File: config.mk
export PLATFORM = sky130hd
export DESIGN_NAME = spi_slave_24bit
export DESIGN_NICKNAME = d
export VERILOG_FILES = /design/src/rtl/spi_slave_24bit.sv
export SDC_FILE = /design/constraint.sdc
export NUM_CORES = 1
export LEC_CHECK = 0
export CORE_MARGIN = 5
export CORE_UTILIZATION = 49
export CTS_CLUSTER_DIAMETER = 40
export CTS_CLUSTER_SIZE = 10
export DETAILED_ROUTE_END_ITERATION = 8
export PLACE_DENSITY = 0.77
export SYNTH_ARGS = -nofsm -noshare
export SYNTH_HDL_FRONTEND = slang
export SYNTH_SLANG_ARGS = --single-unit
File: constraint.sdc
create_clock -name clk -period 2 [get_ports clk]
set_clock_uncertainty 0.1 [all_clocks]
set_input_delay 0.4 -clock clk [delete_from_list [all_inputs] [get_ports clk]]
set_output_delay 0.4 -clock clk [all_outputs]
set_load 0.02 [all_outputs]
File: src/rtl/spi_slave_24bit.sv
// spi_slave_24bit
// SPI responder for 24-bit frames: R/W bit, 7-bit register address, 16-bit data,
// MSB first. The SPI pins are oversampled in the clk domain. Writes and reads are
// presented to a local register bank as one-cycle strobes. Read data is shifted
// back on MISO during the 16 data bits.
// Parameters:
//   SAMPLE_EDGE  SCLK edge that samples MOSI (1 = rising, 0 = falling)
//   DRIVE_EDGE   SCLK edge that updates MISO (1 = rising, 0 = falling)
// Ports:
//   clk, resetn             system clock, synchronous active-low reset
//   SCLK, CS, MOSI          SPI inputs, asynchronous to clk
//   MISO, MISO_OE           serial read data and its output enable
//   reg_addr, reg_wdata     register address and write data
//   reg_we, reg_re          one-cycle write and read strobes
//   reg_rdata               read data, sampled one cycle after reg_re
//   busy                    frame in progress
//   frame_done, frame_err   one-cycle frame-end status pulses
module spi_slave_24bit #(
  parameter bit SAMPLE_EDGE = 1'b1,
  parameter bit DRIVE_EDGE  = 1'b0
) (
  input  logic        clk,
  input  logic        resetn,
  input  logic        SCLK,
  input  logic        CS,
  input  logic        MOSI,
  output logic        MISO,
  output logic        MISO_OE,
  output logic [6:0]  reg_addr,
  output logic [15:0] reg_wdata,
  output logic        reg_we,
  output logic        reg_re,
  input  logic [15:0] reg_rdata,
  output logic        busy,
  output logic        frame_done,
  output logic        frame_err
);

  typedef enum logic [1:0] {
    ST_IDLE = 2'd0,
    ST_ADDR = 2'd1,
    ST_DATA = 2'd2,
    ST_DONE = 2'd3
  } state_t;

  state_t      state_q, state_d;
  logic [2:0]  sclk_sync_q, sclk_sync_d;
  logic [2:0]  cs_sync_q, cs_sync_d;
  logic [1:0]  mosi_sync_q, mosi_sync_d;
  logic [4:0]  cnt_q, cnt_d;
  logic        overrun_q, overrun_d;
  // Only 23 bits are kept: the R/W bit is still visible as rx_shift_s[23]
  // on the 24th sample edge, which is the only place it is needed.
  logic [22:0] rx_q, rx_d;
  logic [15:0] tx_q, tx_d;
  logic        is_read_q, is_read_d;
  logic        rd_load_q, rd_load_d;
  logic        miso_q, miso_d;
  logic        busy_q, busy_d;
  logic [6:0]  reg_addr_q, reg_addr_d;
  logic [15:0] reg_wdata_q, reg_wdata_d;
  logic        reg_we_q, reg_we_d;
  logic        reg_re_q, reg_re_d;
  logic        frame_done_q, frame_done_d;
  logic        frame_err_q, frame_err_d;

  logic        sclk_rise_s, sclk_fall_s, cs_rise_s, cs_fall_s;
  logic        sample_edge_s, drive_edge_s;
  logic [23:0] rx_shift_s;

  assign sclk_rise_s   = sclk_sync_q[1] & ~sclk_sync_q[2];
  assign sclk_fall_s   = ~sclk_sync_q[1] & sclk_sync_q[2];
  assign cs_rise_s     = cs_sync_q[1] & ~cs_sync_q[2];
  assign cs_fall_s     = ~cs_sync_q[1] & cs_sync_q[2];
  assign sample_edge_s = SAMPLE_EDGE ? sclk_rise_s : sclk_fall_s;
  assign drive_edge_s  = DRIVE_EDGE ? sclk_rise_s : sclk_fall_s;
  assign rx_shift_s    = {rx_q, mosi_sync_q[1]};

  // Next-state logic: synchronizers, frame FSM, shifters and strobes.
  always_comb begin
    sclk_sync_d  = {sclk_sync_q[1:0], SCLK};
    cs_sync_d    = {cs_sync_q[1:0], CS};
    mosi_sync_d  = {mosi_sync_q[0], MOSI};
    state_d      = state_q;
    cnt_d        = cnt_q;
    overrun_d    = overrun_q;
    rx_d         = rx_q;
    tx_d         = tx_q;
    is_read_d    = is_read_q;
    miso_d       = miso_q;
    reg_addr_d   = reg_addr_q;
    reg_wdata_d  = reg_wdata_q;
    reg_we_d     = 1'b0;
    reg_re_d     = 1'b0;
    frame_done_d = 1'b0;
    frame_err_d  = 1'b0;
    // reg_rdata is captured the cycle after reg_re has been presented.
    rd_load_d    = reg_re_q;

    if (cs_rise_s && (state_q != ST_IDLE)) begin
      state_d   = ST_IDLE;
      miso_d    = 1'b0;
      rd_load_d = 1'b0;
      if ((cnt_q == 5'd24) && !overrun_q) begin
        frame_done_d = 1'b1;
      end else begin
        frame_err_d = 1'b1;
      end
    end else begin
      case (state_q)
        ST_IDLE: begin
          miso_d = 1'b0;
          // A sample edge coinciding with the CS falling edge is dropped here.
          if (cs_fall_s) begin
            state_d   = ST_ADDR;
            cnt_d     = 5'd0;
            tx_d      = 16'd0;
            overrun_d = 1'b0;
            is_read_d = 1'b0;
          end else begin
            state_d = ST_IDLE;
          end
        end
        ST_ADDR: begin
          if (sample_edge_s) begin
            rx_d  = rx_shift_s[22:0];
            cnt_d = cnt_q + 5'd1;
            if (cnt_q == 5'd7) begin
              state_d    = ST_DATA;
              is_read_d  = rx_shift_s[7];
              reg_addr_d = rx_shift_s[6:0];
              reg_re_d   = rx_shift_s[7];
            end else begin
              state_d = ST_ADDR;
            end
          end else begin
            state_d = ST_ADDR;
          end
        end
        ST_DATA: begin
          if (rd_load_q) begin
            tx_d = reg_rdata;
          end else if (drive_edge_s && is_read_q) begin
            miso_d = tx_q[15];
            tx_d   = {tx_q[14:0], 1'b0};
          end else begin
            tx_d = tx_q;
          end
          if (sample_edge_s) begin
            rx_d  = rx_shift_s[22:0];
            cnt_d = cnt_q + 5'd1;
            if (cnt_q == 5'd23) begin
              state_d = ST_DONE;
              if (!rx_shift_s[23]) begin
                reg_we_d    = 1'b1;
                reg_addr_d  = rx_shift_s[22:16];
                reg_wdata_d = rx_shift_s[15:0];
              end else begin
                reg_we_d = 1'b0;
              end
            end else begin
              state_d = ST_DATA;
            end
          end else begin
            state_d = ST_DATA;
          end
        end
        ST_DONE: begin
          // tx has been emptied by now, so trailing drive edges shift out 0.
          if (drive_edge_s && is_read_q) begin
            miso_d = tx_q[15];
            tx_d   = {tx_q[14:0], 1'b0};
          end else begin
            tx_d = tx_q;
          end
          if (sample_edge_s) begin
            overrun_d = 1'b1;
          end else begin
            overrun_d = overrun_q;
          end
        end
        default: begin
          state_d = ST_IDLE;
        end
      endcase
    end

    busy_d = (state_d != ST_IDLE);
  end

  // State and output registers. The CS synchronizer resets to "low" so a CS
  // held low across reset release cannot look like a falling edge.
  always_ff @(posedge clk) begin
    if (!resetn) begin
      sclk_sync_q  <= 3'b000;
      cs_sync_q    <= 3'b000;
      mosi_sync_q  <= 2'b00;
      state_q      <= ST_IDLE;
      cnt_q        <= 5'd0;
      overrun_q    <= 1'b0;
      rx_q         <= 23'd0;
      tx_q         <= 16'd0;
      is_read_q    <= 1'b0;
      rd_load_q    <= 1'b0;
      miso_q       <= 1'b0;
      busy_q       <= 1'b0;
      reg_addr_q   <= 7'd0;
      reg_wdata_q  <= 16'd0;
      reg_we_q     <= 1'b0;
      reg_re_q     <= 1'b0;
      frame_done_q <= 1'b0;
      frame_err_q  <= 1'b0;
    end else begin
      sclk_sync_q  <= sclk_sync_d;
      cs_sync_q    <= cs_sync_d;
      mosi_sync_q  <= mosi_sync_d;
      state_q      <= state_d;
      cnt_q        <= cnt_d;
      overrun_q    <= overrun_d;
      rx_q         <= rx_d;
      tx_q         <= tx_d;
      is_read_q    <= is_read_d;
      rd_load_q    <= rd_load_d;
      miso_q       <= miso_d;
      busy_q       <= busy_d;
      reg_addr_q   <= reg_addr_d;
      reg_wdata_q  <= reg_wdata_d;
      reg_we_q     <= reg_we_d;
      reg_re_q     <= reg_re_d;
      frame_done_q <= frame_done_d;
      frame_err_q  <= frame_err_d;
    end
  end

  assign MISO       = miso_q;
  assign MISO_OE    = busy_q;
  assign busy       = busy_q;
  assign reg_addr   = reg_addr_q;
  assign reg_wdata  = reg_wdata_q;
  assign reg_we     = reg_we_q;
  assign reg_re     = reg_re_q;
  assign frame_done = frame_done_q;
  assign frame_err  = frame_err_q;

endmodule

-- Word level (Yosys, flattened, before mapping)
Cells that the tools add are included.
- register bits: 86
- output and inout port bits: 30
- word-level logic and storage cells: 107
- bitwise operators: 16
- reduce and logical (&&, ||, !) cells: 25
- add/sub/neg operators: 1
- mux-type cells: 32
- equal/unequal tests: 15
- operators by type and width (cell ; count):
    $mux W16 ; 3
    $pmux W16 S3 ; 1
    $mux W7 ; 5
    $ne A2 B2 Y1 const B ; 8
    $pmux W7 S2 ; 1
    $not A1 Y1 ; 12
    $reduce_bool A2 Y1 ; 6
    $mux W1 ; 11
    $eq A5 B5 Y1 const B ; 2
    $mux W5 ; 2
    $pmux W5 S2 ; 1
    $reduce_and A5 Y1 ; 2
    $reduce_or A5 Y1 ; 2
    $mux W2 ; 4
    $reduce_and A4 Y1 ; 2
    $reduce_and A7 Y1 ; 1
    $pmux W2 S3 ; 1
    $reduce_and A3 Y1 ; 2
    $add A5 B1 Y5 const B ; 1
    $eq A5 B3 Y1 const B ; 1
    $and A1 B1 Y1 ; 4
    $eq A2 B2 Y1 const B ; 2
    $pmux W1 S2 ; 2
    $reduce_and A2 Y1 ; 2
    other kinds (8) ; 11

-- Longest topological paths before layout
Gate-level depths: netlist (run 1).
- word-level depth: 6
- mapped depth: 8
- depth with buffers taken out: 6

-- Least setup slack after synthesis (run 1)
OpenSTA, ideal clock, no wires.
- path type: flip-flop to flip-flop
- start: reg state_q[1]
- end: reg reg_addr_q[4], in the netlist reg_addr[4]
- arrival: 1.876 ns
- stages on the path, launching flop included: 9
- clock period less this slack: 2.092 ns
- buffers on the path: 2
- path slack: -0.092 ns
- cells stage by stage: dfxtp_1 -> inv_1 -> ha_1 -> buf_6 -> or3b_1 -> a2111oi_4 -> buf_6 -> nand2_1 -> o211a_1
- word-level cells in the longest chain between the ends: 4
- ends and longest elaborated chain (item ; RTL line ; text):
    from (decl) ; 46 ; state_t state_q, state_d;
    from (signal assigned) ; 217 ; state_q <= state_d;
    branches (longest 4 deep; another with $reduce_and A7 Y1) ; -- ;
    to (signal assigned) ; 226 ; reg_addr_q <= reg_addr_d;
    to (decl) ; 60 ; logic [6:0] reg_addr_q, reg_addr_d;
Parallel ways; which one is timed is not known.
A chain may end at the register's enable or synchronous reset.

-- Worst setup path after layout (run 1)
- start: reg state_q[0]
- end: reg reg_addr_q[4], in the netlist reg_addr[4]
The elaborated chain is that of the path after synthesis.

==> results of run 1 <==
-- worst max-delay path, cell delays in order (launching register included) --
cell,delay (ns)
dfxtp_2,0.35
buf_6,0.11
ha_4,0.13
or3b_4,0.38
a2111oi_4,0.41
buf_6,0.18
nand2_1,0.05
o211a_1,0.12
-- Yosys cell counts, drive strengths merged --
master / n / share of area (%)
and3: 3 / 0.52
a21oi: 4 / 0.56
o31ai: 1 / 0.21
nor3: 2 / 0.28
ha: 6 / 2.1
or3: 3 / 0.52
nand4bb: 1 / 0.31
o21ai: 23 / 3.2
inv: 6 / 0.63
a21boi: 25 / 5.3
mux2i: 9 / 2.5
nand3b: 3 / 0.63
o211ai: 2 / 0.42
o311ai: 1 / 0.24
nand4b: 3 / 0.73
and2: 10 / 1.7
o2111ai: 2 / 0.49
or2: 1 / 0.17
o221ai: 15 / 3.7
and4b: 1 / 0.28
nor2: 10 / 1.0
nand2: 107 / 11
xor2: 2 / 0.49
o32ai: 1 / 0.24
buf: 13 / 2.4
and3b: 2 / 0.52
or4: 1 / 0.31
o211a: 8 / 2.2
o21ba: 1 / 0.28
a221oi: 1 / 0.73
nand3: 19 / 2.6
dfxtp: 86 / 48
o21a: 1 / 0.21
nor2b: 4 / 0.70
nor4: 2 / 0.77
or3b: 2 / 0.49
nor3b: 1 / 0.21
a2111oi: 1 / 0.77
or2b: 1 / 0.24
clkbuf: 15 / 1.8
o31a: 1 / 0.24
-- report_power, final --
part           internal [uW]  switching [uW]  total (uW)
sequential              1720            5.38        1720
combinational           69.3            64.5         134
clock                    645             583        1230
total                   2430             653        3080
-- sequential cells by signal, indices dropped and copies added (netlist names), 3 cells and up --
name,flops
cnt_q,5
cs_sync_q,3
reg_addr,7
reg_wdata,16
rx_q,23
sclk_sync_q,3
tx_q,16
-- path summary, 6_finish.rpt --
path              cells past startpoint               startpoint  slack, ns                       end
hold reg to reg                       1  cs_sync_q[0]$_SDFF_PN0_       0.34   cs_sync_q[1]$_SDFF_PN0_
hold / removal                        2                   resetn       0.28    overrun_q$_SDFFE_PN0P_
setup / recovery                      7    state_q[0]$_SDFF_PN0_       0.08  reg_addr[4]$_SDFFE_PN0P_
setup reg to reg                      7    state_q[0]$_SDFF_PN0_       0.08  reg_addr[4]$_SDFFE_PN0P_
-- per-stage QoR --
| stage | instance area [um^2] | hold slack, ns | util [%] |
|---|---|---|---|
| after global placement | 4250 | 0.320 | 58.9 |
| after floorplan | 3600 | 0.312 | - |
| after global routing | 4530 | 0.289 | 62.8 |
| after CTS | 4450 | 0.267 | 61.7 |
| final | 4530 | 0.280 | 62.8 |
| after detailed placement | 4250 | 0.325 | 58.9 |
-- kinds of logic after synthesis --
logic type | count (synthesis) | share of synthesized area [%]
simple gates | 176 | 23.3
compound gates | 87 | 18.8
flops | 86 | 47.9
buf+inv | 34 | 4.91
mux | 9 | 2.51
fa+ha+maj | 6 | 2.09
xor+xnor | 2 | 0.488
-- metal layers --
metal | GRT usage, % | up-vias | share of wire [%]
met2 | 28.6 | 54 | 47
li1 | - | 1496 | -
met3 | 3.87 | 13 | 4.3
met1 | 22.7 | 1374 | 47
met4 | 7.70 | 0 | 1.6
met5 | 0 | - | 0
-- cell type report --
type,count,share of cell area [%]
clock buffer,13,3.51
clock inverter,3,0.939
inverter,6,0.552
multi-input combinational,280,38.5
sequential,86,38.1
tap,99,2.73
timing repair buffer,72,15.7
-- repair_timing --
action                     CTS  global route
setup buffers                0             1
resized for setup            0            21
setup endpoints to repair    0            61
hold endpoints to repair     0             0
==> flow_summary.json, run 1 <==
{
  "status": "finished, final reports clean",
  "routedWlPerCell_um": 13.9,
  "numClockSinks": 86,
  "clock_latency_ns": 0.35,
  "grt_pass1_vias": 2783,
  "ctsHtreeMaxLevel": 3,
  "final.setup.tns_ns": 0,
  "pin_count": 51,
  "fp.dieW_um": 95.6,
  "hold_violations": 0,
  "place_inst": 541,
  "power.density_nw_per_um2": 681,
  "syn_avg_cell_area_um2": 8.98,
  "drv_cap": 0,
  "grt.total_usage_pct": 17.7,
  "min_path_type": "input port to register",
  "path_clk_slew_ns": 0.08,
  "cts_tree": "yes",
  "grt_max_degree": 35,
  "antenna_found_initial": 0,
  "hold_buffers": 0,
  "final_cell_mix": "107 x nand2_1, 84 x dfxtp_1, 49 x clkdlybuf4s50_1",
  "area_growth_pct": 26.1,
  "die-area_um2": 9150,
  "syn_nets": 427,
  "netlist_area_um2": 3590,
  "worstSetupStartpointType": "register",
  "ant_nets": 0,
  "p_leak_uw": 0.00163,
  "fin_crit_sh_pct": 96.0,
  "root_buffer": "clkbuf_8",
  "crit_arrival_ns": 2.07,
  "grt_remaining_overflow": 0,
  "ir_drop_mv": 0.371,
  "routed_wirelength_mm": 7.75,
  "post-dp-hpwl_mm": 5.35,
  "num_antenna_cells": 0,
  "clock_path_buffers": 2,
  "yosys_warnings": 0,
  "ys_seq_area_share_pct": 47.9,
  "via_count": 2937,
  "final_common_cell": "nand2_1",
  "numCtsBuffers": 9,
  "drcViolationCount": 0,
  "firstDrtPassIters": 6,
  "vias_per_cell": 5.25,
  "drtIter0Drc": 81,
  "setup_viol": 0,
  "start_util_pct": 49.8,
  "core_area_um2": 7210,
  "timing.final.ws_setup_ns": 0.0805,
  "gp_congestion": 0.940,
  "synthCells": 400,
  "rows": 31,
  "finalCriticalPeriod_ns": 1.92,
  "port_buffers": 50,
  "crit_path_max_fanout": 7,
  "fp.dieH_um": 95.6,
  "fillCellCount": 627,
  "grt_pass1_wl_mm": 12.8,
  "p_total_uw": 3080,
  "timing.final.max_slew_violations": 0,
  "drive_gt1_share_pct": 12.8,
  "max_freq_mhz": 521,
  "critPathCaptureType": "register",
  "nNetsFinal": 482,
  "worstMarginPinSlew_ns": 0.430,
  "worst_ep_required_time_ns": 2.15,
  "crit_type": "register to register",
  "relSlewSlack_pct": 71.3,
  "multi_input_area_um2": 1750,
  "ys_ff_latch": 86,
  "seqCellArea_um2": 1730,
  "yosysUniqueCellTypes": 49,
  "final_cells": 559,
  "place_worst_setup_slack_ns": 0.0304
}
Note: power is estimated with default switching activity, not from simulation.
==> inputs of run 2 (changes only) <==
- CORE_UTILIZATION: 49 -> 55
- GPL_ROUTABILITY_DRIVEN: default -> 0
- PLACE_DENSITY: 0.77 -> 0.81
- SETUP_SLACK_MARGIN: default -> 0.05
- clock period: 2 -> 2.35 ns (I/O delays scaled with it)
==> run 2 against run 1 <==
Compared with the run above:
- sequential cell count unchanged
- global-route usage up 1.1 points
- non-clock buffer count is 9 lower
- core utilization rose by 6.4 points
- sequential share of layout area up 1.1 points
- combinational power down 21%
- final cell count shrank 5.5%
- sequential power is 15% lower
==> flow_summary.json, run 2 (synthesis results as in run 1) <==
{
  "drv_cap": 0,
  "drtIter0Drc": 141,
  "core_area_um2": 6350,
  "clock_path_buffers": 2,
  "port_buffers": 50,
  "switching_power_uw": 574,
  "relSlewSlack_pct": 65.3,
  "ant_nets": 0,
  "ir_drop_mv": 0.447,
  "hold_violations": 0,
  "area_growth_pct": 22.4,
  "nNetsFinal": 473,
  "fin_crit_sh_pct": 91.8,
  "ctsHtreeMaxLevel": 3,
  "vias_per_cell": 5.53,
  "via_count": 2920,
  "top_register": "rx_q",
  "antenna_found_initial": 0,
  "grt_pass1_vias": 2834,
  "root_buffer": "clkbuf_8",
  "grt_max_degree": 72,
  "worstMarginPinSlew_ns": 0.521,
  "grt_pass1_wl_mm": 13.0,
  "min_from": "mosi_sync_q[0]$_SDFF_PN0_",
  "pin_count": 51,
  "post-dp-hpwl_mm": 5.26,
  "crit_path_max_fanout": 6,
  "p_leak_uw": 0.00158,
  "final_cell_mix": "107 x nand2_1, 86 x dfxtp_1, 49 x clkdlybuf4s50_1",
  "drive_gt1_share_pct": 8.87,
  "crit_type": "register to register",
  "routed_wirelength_mm": 7.58,
  "routedWlPerCell_um": 14.4,
  "numCtsBuffers": 9,
  "power.density_nw_per_um2": 632,
  "firstDrtPassIters": 4,
  "max_freq_mhz": 464,
  "critPathCaptureType": "register",
  "fp.dieH_um": 90.8,
  "cts_tree": "yes",
  "p_clk_share_pct": 43.4,
  "setup_viol": 0,
  "path_clk_slew_ns": 0.08,
  "fp.dieW_um": 90.8,
  "grt.total_usage_pct": 18.9,
  "crit_arrival_ns": 2.29,
  "clock_latency_ns": 0.35,
  "numClockSinks": 86,
  "p_sw_share_pct": 20.7,
  "drcViolationCount": 0,
  "reg2reg_from": "state_q[0]$_SDFF_PN0_",
  "rows": 29,
  "status": "finished, final reports clean",
  "fin_util_pct": 69.2,
  "timing.final.max_slew_violations": 0,
  "final_common_cell": "nand2_1",
  "num_antenna_cells": 0,
  "power_frac_seq_pct": 52.8,
  "finalCriticalPeriod_ns": 2.16,
  "min_path_type": "register to register",
  "internal-power_uw": 2210,
  "start_util_pct": 56.6,
  "grt_remaining_overflow": 0,
  "p_comb_share_pct": 3.8,
  "crit_start": "state_q[0]$_SDFF_PN0_",
  "final.setup.tns_ns": 0,
  "worstSetupStartpointType": "register",
  "grt_setup_unrepaired": "false",
  "largest_register_ffs": 23,
  "worst_ep_required_time_ns": 2.49,
  "die-area_um2": 8250
}
## run 2: stage by stage
step                      hold WS (ns)  power, uW  std cells  instance area [um^2]  worst slack, ns
after global placement           0.321       1610        512                  4150            0.271
after CTS                        0.345       2800        528                  4400            0.149
after detailed placement         0.325       1610        512                  4150            0.190
after floorplan                  0.312       1560        400                  3590            0.258
final                            0.341       2780        528                  4400            0.193
after global routing             0.359       2880        528                  4400           0.0850
## run 2: routing by layer
| metal | wire length (um) | global-route usage, % |
|---|---|---|
| met3 | 377 | 5.08 |
| met5 | 0 | 0 |
| met1 | 3300 | 23.2 |
| met2 | 3770 | 31.2 |
| met4 | 137 | 7.58 |
## run 2: worst paths after layout
| path | endpoint | slack, ns | cells after the start |
|---|---|---|---|
| min | mosi_sync_q[1]$_SDFF_PN0_ | 0.34 | 1 |
| max | MISO_OE$_SDFF_PN0_ | 0.19 | 6 |
| max reg2reg | MISO_OE$_SDFF_PN0_ | 0.19 | 6 |
| min reg2reg | mosi_sync_q[1]$_SDFF_PN0_ | 0.34 | 1 |
## run 2: worst max-delay path, stage by stage (launching register included)
cell,delay [ns]
dfxtp_1,0.38
inv_1,0.09
ha_1,0.27
or3b_1,0.46
nand2_1,0.21
and4b_1,0.24
or2_2,0.30
## run 2: cell type report
type,count,area (um^2)
tap,77,96.3
sequential,86,1720
fill,490,1950
timing repair buffer,63,618
clock buffer,12,165
clock inverter,4,76.3
inverter,6,22.5
multi-input combinational,280,1700
## run 2: power groups by stage
stage                     Combinational [uW]  Clock, uW  Sequential (uW)
after global routing                     115       1300             1470
after detailed placement                 105          0             1500
after floorplan                         57.5          0             1500
after CTS                                106       1230             1470
final                                    106       1210             1470
after global placement                   105          0             1500
## run 2: repair_timing
| item | CTS | global route |
|---|---|---|
| setup endpoints to repair | 0 | 21 |
| hold buffers | 0 | 0 |
| hold endpoints to repair | 0 | 0 |
| buffers inserted | 0 | 0 |
| gates resized for setup | 0 | 1 |
==> inputs of run 3 (changes only) <==
- REMOVE_ABC_BUFFERS: default -> 1
==> run 3 against run 2 <==
Compared with the run above:
- wire length decreased by 1.7%
- combinational power about the same
- global-route usage decreased by 0.31 points
- fmax increased by 2.8%
- setup slack improved by 0.060 ns
- die area unchanged
- largest power group unchanged
- via count decreased by 0.79%
- total power decreased by 11%
- register-to-register slack improved by 0.06 ns
- hold slack got worse by 0.0053 ns
- cell area decreased by 2.0%
- critical path type unchanged
- sequential power about the same
- critical endpoint is now tx_q[3]$_SDFFE_PN0P_
==> flow_summary.json, run 3 (synthesis results as in run 1) <==
{
  "grt_setup_unrepaired": "false",
  "crit_arrival_ns": 2.26,
  "timing.final.max_slew_violations": 0,
  "p_clk_share_pct": 36.5,
  "crit_type": "register to register",
  "fp.dieH_um": 90.8,
  "status": "finished, final reports clean",
  "vias_per_cell": 5.49,
  "p_total_uw": 2480,
  "clock_path_buffers": 2,
  "p_leak_uw": 0.00154,
  "ant_nets": 0,
  "post-dp-hpwl_mm": 5.07,
  "path_buf_inv": 2,
  "grt_pass1_wl_mm": 12.8,
  "drcViolationCount": 0,
  "switching_power_uw": 573,
  "power_frac_seq_pct": 59.2,
  "fin_crit_sh_pct": 89.2,
  "ctsHtreeMaxLevel": 3,
  "internal-power_uw": 1900,
  "core_area_um2": 6350,
  "finalCriticalPeriod_ns": 2.10,
  "rows": 29,
  "num_antenna_cells": 0,
  "area_growth_pct": 19.9,
  "reg2reg_to": "tx_q[3]$_SDFFE_PN0P_",
  "die-area_um2": 8250,
  "drtIter0Drc": 123,
  "port_buffers": 50,
  "firstDrtPassIters": 4,
  "grt_max_degree": 65,
  "worst_ep_required_time_ns": 2.51,
  "fp.dieW_um": 90.8,
  "grt_remaining_overflow": 0,
  "numCtsBuffers": 9,
  "routed_wirelength_mm": 7.45,
  "hold_buffers": 0,
  "start_util_pct": 56.6,
  "worstSetupStartpointType": "register",
  "clock_latency_ns": 0.35,
  "grt.total_usage_pct": 18.5,
  "root_buffer": "clkbuf_8",
  "seqCellArea_um2": 1720,
  "final_common_cell": "nand2_1",
  "crit_start": "state_q[0]$_SDFF_PN0_",
  "min_path_type": "register to register",
  "relSlewSlack_pct": 67.8,
  "cp_cell_sequence": "inv_1 -> ha_1 -> buf_4 -> nor2b_1 -> o21ai_0 -> or3_1 -> o221ai_1",
  "hold_violations": 0,
  "fin_util_pct": 67.8,
  "reg2reg_from": "state_q[0]$_SDFF_PN0_",
  "setup_viol": 0,
  "largest_register_ffs": 23,
  "cp_slowest_cell": "or3_1",
  "worstMarginPinSlew_ns": 0.482,
  "drive_gt1_share_pct": 8.20,
  "antenna_found_initial": 0,
  "power.density_nw_per_um2": 575,
  "nNetsFinal": 473,
  "path_clk_slew_ns": 0.08,
  "p_sw_share_pct": 23.1,
  "drv_cap": 0,
  "reg2reg_setup_slack_ns": 0.25,
  "crit_end": "tx_q[3]$_SDFFE_PN0P_",
  "pin_count": 51,
  "ir_drop_mv": 0.422,
  "multi_input_area_um2": 1700,
  "final_cell_mix": "107 x nand2_1, 86 x dfxtp_1, 49 x clkdlybuf4s50_1",
  "grt_pass1_vias": 2811,
  "numClockSinks": 86,
  "slowest_delay_ns": 0.54,
  "p_comb_share_pct": 4.3,
  "cts_resized": 0,
  "crit_path_max_fanout": 15,
  "min_from": "cs_sync_q[0]$_SDFF_PN0_",
  "critPathCaptureType": "register",
  "cts_tree": "yes",
  "post_cts_buffers": 0,
  "routedWlPerCell_um": 14.1,
  "top_register": "rx_q",
  "max_freq_mhz": 477,
  "cp_top_family": "simple AND/OR/NAND/NOR gates",
  "fillCellCount": 522,
  "reg2reg_depth": 7,
  "worst-path-stages": 7,
  "via_count": 2897
}
[run 3: cell types whose count changed in the layout (fill, tap and decap cells not counted), sizes merged]
cell and delta:
clkbuf -1, clkinv +3, bufinv -2
[run 3: final cells by class]
type | count | share of cell area (%)
clock inverters | 5 | 0.813
well taps | 77 | 2.24
inverters | 6 | 0.523
clock buffers | 11 | 3.05
flip-flops and latches | 86 | 40.0
repair buffers | 63 | 14.1
multi-input cells | 280 | 39.4
[run 3: worst min path at each step]
| stage | to | slack (ns) | cells past startpoint |
|---|---|---|---|
| 4_1_cts | sclk_sync_q[1]$_SDFF_PN0_ | 0.34 | 1 |
| 6_report | cs_sync_q[1]$_SDFF_PN0_ | 0.34 | 1 |
| 2_1_floorplan | cs_sync_q[1]$_SDFF_PN0_ | 0.31 | 1 |
| 3_5_place_dp | sclk_sync_q[1]$_SDFF_PN0_ | 0.32 | 1 |
| 3_3_place_gp | mosi_sync_q[1]$_SDFF_PN0_ | 0.31 | 1 |
| 5_1_grt | mosi_sync_q[1]$_SDFF_PN0_ | 0.35 | 1 |
[run 3: stage by stage]
stage               instance area, um^2  instances  TNS, ns  setup slack [ns]  hold WS [ns]
CTS                                4310        528        0             0.249         0.339
floorplan                          3440        372    -1.42           -0.0974         0.312
detailed placement                 4140        512        0             0.268         0.319
global placement                   4140        512        0             0.366         0.314
finish                             4310        528        0             0.253         0.336
global route                       4310        528        0            0.0916         0.352
[run 3: power groups by stage]
| stage | Combinational (uW) | Sequential, uW | Clock, uW |
|---|---|---|---|
| 3_3_place_gp | 106 | 1500 | 0 |
| 6_report | 107 | 1470 | 903 |
| 2_1_floorplan | 31.4 | 1500 | 0 |
| 4_1_cts | 107 | 1470 | 929 |
| 3_5_place_dp | 106 | 1500 | 0 |
| 5_1_grt | 116 | 1470 | 1000 |
[run 3: metal layers]
metal,wire [um],global-route usage (%),vias up
li1,-,-,1472
met1,3550,24.6,1343
met2,3410,28.9,67
met3,339,4.17,15
met4,148,8.07,0
met5,0,0,-
